## src/rtl/multicycle_ctrl.sv

```systemverilog
// Multicycle control FSM for the 16-opcode ISA; optional retire counter under MULTICYCLE_CTRL_PERF_CNT_EN.
// Latency 2-5 cycles/instr at zero wait; mem_rdy=0 stalls FETCH/MEM, watchdog halts a stuck access.
module multicycle_ctrl #(
  parameter int ALU_OP_W     = 4,
  parameter int MEM_WAIT_MAX = 15,
  parameter int WD_W         = 4,
  parameter int CNT_W        = 16
) (
  input  logic                clk,
  input  logic                rst_n,
  input  logic [3:0]          opcode,
  input  logic                cond_met,
  input  logic                mem_rdy,
  output logic                mem_rd,
  output logic                mem_wr,
  output logic                iord,
  output logic                ir_we,
  output logic                pc_we,
  output logic [1:0]          pc_src,
  output logic [1:0]          reg_dst,
  output logic [1:0]          mem_to_reg,
  output logic                alu_src,
  output logic [ALU_OP_W-1:0] alu_op,
  output logic                reg_write,
  output logic                halted,
  output logic                mem_err
`ifdef MULTICYCLE_CTRL_PERF_CNT_EN
  ,
  output logic [CNT_W-1:0]    instr_count
`endif
);

  typedef enum logic [2:0] {
    sInit, sFetch, sDecode, sExec, sMem, sWb, sHalt
  } stateT;

  localparam logic [3:0] opLw  = 4'h8;
  localparam logic [3:0] opSw  = 4'h9;
  localparam logic [3:0] opLlb = 4'hA;
  localparam logic [3:0] opLhb = 4'hB;
  localparam logic [3:0] opB   = 4'hC;
  localparam logic [3:0] opJal = 4'hD;
  localparam logic [3:0] opJr  = 4'hE;
  localparam logic [3:0] opHlt = 4'hF;

  if (ALU_OP_W < 4) begin : gBadAluOpW
    $error("multicycle_ctrl: ALU_OP_W must be >= 4");
  end
  if (MEM_WAIT_MAX < 0 || MEM_WAIT_MAX >= (1 << WD_W)) begin : gBadWdW
    $error("multicycle_ctrl: WD_W too narrow for MEM_WAIT_MAX");
  end
  if (CNT_W < 1) begin : gBadCntW
    $error("multicycle_ctrl: CNT_W must be >= 1");
  end

  stateT           state;
  logic [WD_W-1:0] wdCnt;
  logic            memErr;
  logic            memWait;
  logic            wdTrip;
  logic            isLdSt;
  logic            retire;

  assign isLdSt  = (opcode == opLw) || (opcode == opSw);
  assign memWait = ((state == sFetch) || (state == sMem)) && !mem_rdy;
  // The timeout cycle itself still requests; outputs fall once HALT is entered.
  assign wdTrip  = (MEM_WAIT_MAX > 0) && memWait && (wdCnt == WD_W'(MEM_WAIT_MAX));

  assign retire = ((state == sDecode) &&
                   ((opcode == opB) || (opcode == opJr) || (opcode == opJal))) ||
                  ((state == sMem) && (opcode == opSw) && mem_rdy) ||
                  (state == sWb);

  always_ff @(posedge clk or negedge rst_n) begin
    if (!rst_n) begin
      state  <= sInit;
      wdCnt  <= '0;
      memErr <= 1'b0;
    end else begin
      if (!memWait) begin
        wdCnt <= '0;
      end else if (wdCnt != {WD_W{1'b1}}) begin
        wdCnt <= wdCnt + 1'b1;
      end

      if (wdTrip) begin
        memErr <= 1'b1;
        state  <= sHalt;
      end else begin
        case (state)
          sInit:   state <= sFetch;
          sFetch:  if (mem_rdy) state <= sDecode;
          sDecode: begin
            case (opcode)
              opHlt:           state <= sHalt;
              opB, opJr, opJal: state <= sFetch;
              default:         state <= sExec;
            endcase
          end
          sExec:   state <= isLdSt ? sMem : sWb;
          sMem: begin
            if (mem_rdy) state <= (opcode == opLw) ? sWb : sFetch;
          end
          sWb:     state <= sFetch;
          sHalt:   state <= sHalt;
          default: state <= sInit;
        endcase
      end
    end
  end

  always_comb begin
    mem_rd     = 1'b0;
    mem_wr     = 1'b0;
    iord       = 1'b0;
    ir_we      = 1'b0;
    pc_we      = 1'b0;
    pc_src     = 2'd0;
    reg_dst    = 2'd0;
    mem_to_reg = 2'd0;
    alu_src    = 1'b0;
    alu_op     = '0;
    reg_write  = 1'b0;
    halted     = 1'b0;
    case (state)
      sFetch: begin
        mem_rd = 1'b1;
        if (mem_rdy) begin
          ir_we = 1'b1;
          pc_we = 1'b1;
        end
      end
      sDecode: begin
        case (opcode)
          opB: begin
            pc_we  = cond_met;
            pc_src = 2'd1;
          end
          opJr: begin
            pc_we  = 1'b1;
            pc_src = 2'd3;
          end
          opJal: begin
            reg_write  = 1'b1;
            reg_dst    = 2'd2;
            mem_to_reg = 2'd2;
            pc_we      = 1'b1;
            pc_src     = 2'd2;
          end
          default: ;
        endcase
      end
      sExec: begin
        if (isLdSt) begin
          alu_src = 1'b1;
        end else begin
          alu_op  = ALU_OP_W'(opcode);
          alu_src = (opcode == opLlb) || (opcode == opLhb);
        end
      end
      sMem: begin
        iord   = 1'b1;
        mem_rd = (opcode == opLw);
        mem_wr = (opcode == opSw);
      end
      sWb: begin
        reg_write = 1'b1;
        if (opcode == opLw) begin
          mem_to_reg = 2'd1;
        end else if ((opcode != opLlb) && (opcode != opLhb)) begin
          reg_dst = 2'd1;
        end
      end
      sHalt:   halted = 1'b1;
      default: ;
    endcase
  end

  assign mem_err = memErr;

`ifdef MULTICYCLE_CTRL_PERF_CNT_EN
  logic [CNT_W-1:0] instrCount;

  // HALT never retires, so the count freezes there without an extra guard.
  always_ff @(posedge clk or negedge rst_n) begin
    if (!rst_n) begin
      instrCount <= '0;
    end else if (retire) begin
      instrCount <= instrCount + 1'b1;
    end
  end

  assign instr_count = instrCount;
`else
  logic unusedRetire;
  assign unusedRetire = retire;
`endif

endmodule

```

## config.mk

```make
export PLATFORM = sky130hd
export DESIGN_NAME = multicycle_ctrl
export DESIGN_NICKNAME = d
export VERILOG_FILES = /design/src/rtl/multicycle_ctrl.sv
export SDC_FILE = /design/constraint.sdc
export NUM_CORES = 1
export LEC_CHECK = 0
export ABC_AREA = 1
export BUFFER_PORTS_ARGS = -buffer_cell sky130_fd_sc_hd__buf_2
export CAP_MARGIN = 20
export CORE_MARGIN = 3
export CORE_UTILIZATION = 46
export DETAILED_ROUTE_END_ITERATION = 6
export GPL_ROUTABILITY_DRIVEN = 0
export GPL_TIMING_DRIVEN = 0
export PLACE_DENSITY = 0.86
export RECOVER_POWER = 50
export SETUP_SLACK_MARGIN = 0.15
export SYNTH_ARGS = -nofsm -noshare
export SYNTH_HDL_FRONTEND = slang
export SYNTH_SLANG_ARGS = --single-unit
```

## constraint.sdc

```tcl
create_clock -name clk -period 1.6 [get_ports clk]
set_input_delay 0.08 -clock clk [delete_from_list [all_inputs] [get_ports clk]]
set_output_delay 0.08 -clock clk [all_outputs]
set_load 0.005 [all_outputs]
```

==> results.sh <==
export IMPL_status="completed"
export IMPL_place_worst_setup_slack_ns=0.288
export IMPL_cts_buffers=3
export IMPL_comb_power_share=0.602
export IMPL_clock_sinks=8
export IMPL_skew_ns=0.00528
export IMPL_synth_top_family_by_area="simple AND/OR/NAND/NOR gates"
export IMPL_drtAntennaViolNets=0
export IMPL_syn_to_final_growth_pct=39.0
export IMPL_grt_pass1_wl_um=2690
export IMPL_synthDistinctLibCells=22
export IMPL_cp_max_fo=3
export IMPL_insertion_delay_ns=0.25
export IMPL_grt_max_degree=9
export IMPL_pwr_share_seq=0.274
export IMPL_syn_num_nets=110
export IMPL_fin_util=0.748
export IMPL_syn_instance_count=101
export IMPL_drive_gt1_frac=0.378
export IMPL_die_h_um=43.7
export IMPL_p_clk_frac=0.124
export IMPL_cap_violations=0
export IMPL_grt_pass1_vias=649
export IMPL_diodes=0
export IMPL_htree_levels=1
export IMPL_end_kind="output port"
export IMPL_groute_usage_overall=0.184
export IMPL_setup_viol=0
export IMPL_place_hpwl_um=1310
export IMPL_regArea_um2=203
export IMPL_routed_wirelength_um=1690
export IMPL_io_buffers=26
export IMPL_r2r_start="state[0]"
export IMPL_ys_seq_area_frac=0.306
export IMPL_leakagePower_nw=0.549
export IMPL_post_synth_and_or_nand_nor_area_fraction=0.413
export IMPL_via_per_inst=5.12
export IMPL_cts_reportedPaths_clkPinSlew_ns=0.05
export IMPL_hp_start="mem_rdy"
export IMPL_setup_tns_final_ns=0
export IMPL_antenna_found_initial=0
export IMPL_synthMuxAreaShare=0
export IMPL_vias=763
export IMPL_wl_per_cell_um=11.3
export IMPL_fill_cells=94
export IMPL_syn_area_um2=654
export IMPL_ys_warn_count=0
export IMPL_initial_core_util=0.538
export IMPL_setup_worst_path_start="state[0]"
export IMPL_switching_share=0.457
export IMPL_worst_ep_arrival_time_ns=1.36
export IMPL_drc=0
export IMPL_period_share=0.902
export IMPL_fin_ws_ns=0.157
export IMPL_nNetsFinal=146
export IMPL_synth_compound_area_frac=0.103
export IMPL_die_x_um=43.7
export IMPL_avgSynthCellArea_um2=6.48
export IMPL_crit_type="register to output port"
export IMPL_relSlewSlack=0.734
export IMPL_synthAdderAreaFrac=0.0191
export IMPL_hold_viol=0
export IMPL_finalCriticalPeriod_ns=1.44
export IMPL_io_pins=27
export IMPL_fp_coreArea_um2=1220
export IMPL_tritoncts="built"
export IMPL_synth_seq_cells=8
export IMPL_drt_initial_drc_count=23
export IMPL_cts_root_buf="clkbuf_4"
export IMPL_vdd_drop_max_mv=0.626
export IMPL_multi_input_area_um2=412
export IMPL_fmax_ghz=0.693
export IMPL_worst_slew_pin_slew_ns=0.399
export IMPL_holdCritPathClass="input pin to register"
export IMPL_clk_path_buf_depth=2
export IMPL_power_density_nw_per_um2=1290
export IMPL_dieArea_um2=1910
export IMPL_p_sw_mw=0.534
export IMPL_p_int_mw=0.635
export IMPL_grt_overflow_total=0
export IMPL_rows=12
export IMPL_required_ns=1.52
export IMPL_crit_path_start_kind="register"
export IMPL_slew_viol_final=0
export IMPL_rsz0062_at_grt="yes"
export IMPL_firstDrtPassIters=7
export IMPL_synth_xor_area_frac=0.0268
## logic make-up after synthesis
kind of cell	after synthesis
buf+inv	20
simple gates	58
xor+xnor	2
flops	8
compound gates	12
fa+ha+maj	1
## power by group through the flow
stage / Clock (mW) / Sequential (mW) / Combinational, mW
CTS: 0.151 / 0.311 / 0.625
global placement: 0 / 0.311 / 0.544
finish: 0.145 / 0.321 / 0.704
detailed placement: 0 / 0.318 / 0.559
global route: 0.165 / 0.330 / 0.787
floorplan: 0 / 0.304 / 0.401
## state kept, by name, indices dropped and copies added, names as in the netlist
name     count
wdCnt        4
state        3
mem_err      1
## stage by stage
step | power (mW) | cell area, um^2 | hold slack [ns] | cells
floorplan | 0.705 | 654 | -0.216 | 101
global placement | 0.856 | 802 | -0.0760 | 141
detailed placement | 0.876 | 802 | -0.0732 | 141
CTS | 1.09 | 860 | 0.195 | 147
global route | 1.28 | 910 | 0.254 | 149
finish | 1.17 | 910 | 0.232 | 149
## final timing paths
check,to,slack (ns),depth (start not counted)
max in group asynchronous,state[1],1.02,2
worst max register to register,wdCnt[0],0.25,8
worst min-delay path,state[0],0.23,4
min in group asynchronous,wdCnt[2],0.27,2
worst max-delay path,pc_we,0.16,6
worst min register to register,mem_err,0.47,1
## cell type report
class | count | area share
Buffer | 2 | 0.0206
Sequential cell | 8 | 0.223
Multi-Input combinational cell | 73 | 0.453
Clock buffer | 3 | 0.0248
Tap cell | 14 | 0.0193
Timing Repair Buffer | 31 | 0.183
Inverter | 18 | 0.0770
## worst max-delay path, cell delays in order (launching register included)
cell     delay, ns
dfrtp_2       0.42
inv_2         0.08
nand2_2       0.07
nor2_4        0.14
nand3_1       0.12
o22ai_1       0.14
buf_2         0.14
## Yosys cell counts
cell type   n  area (um^2)
or2_1       1         6.26
nand3_4     2         35.0
buf_6       1         11.3
xor2_1      1         8.76
nand3_1     8         40.0
ha_1        1         12.5
nand2_2     1         6.26
nor3_1      2         10.0
nand2_1    27          101
buf_4       1         7.51
o21ai_0     4         20.0
o21a_1      1         7.51
a31oi_1     1         6.26
nor2_1     16         60.1
a21oi_1     4         20.0
inv_1      15         56.3
o211ai_1    1         7.51
xnor2_1     1         8.76
dfrtp_1     8          200
nand2_4     1         11.3
o22ai_1     1         6.26
inv_2       3         11.3
## placed cells by master, fill, tap and decap left out, types with 4 or more instances in the layout
cell / synthesis / layout
a21oi_1: 4 / 4
buf_2: 0 / 23
buf_4: 1 / 5
dfrtp_1: 8 / 6
inv_1: 15 / 13
inv_2: 3 / 4
nand2_1: 27 / 26
nand3_1: 8 / 7
nor2_1: 16 / 12
## routing by layer
| metal | track usage | part of all wire |
|---|---|---|
| met4 | 0 | 0 |
| met2 | 0.302 | 0.52 |
| met3 | 0.0747 | 0.041 |
| met5 | 0 | 0 |
| met1 | 0.243 | 0.44 |
## timing repair
action | 4_1_cts | 5_1_grt
gates cloned | 0 | 0
endpoints found under the hold margin | 8 | 0
pin swaps | 0 | 4
hold buffers | 1 | 0
setup buffers | 2 | 2
setup endpoints to repair | 8 | 11
resized for setup | 6 | 12
(Power assumes the default switching activity.)
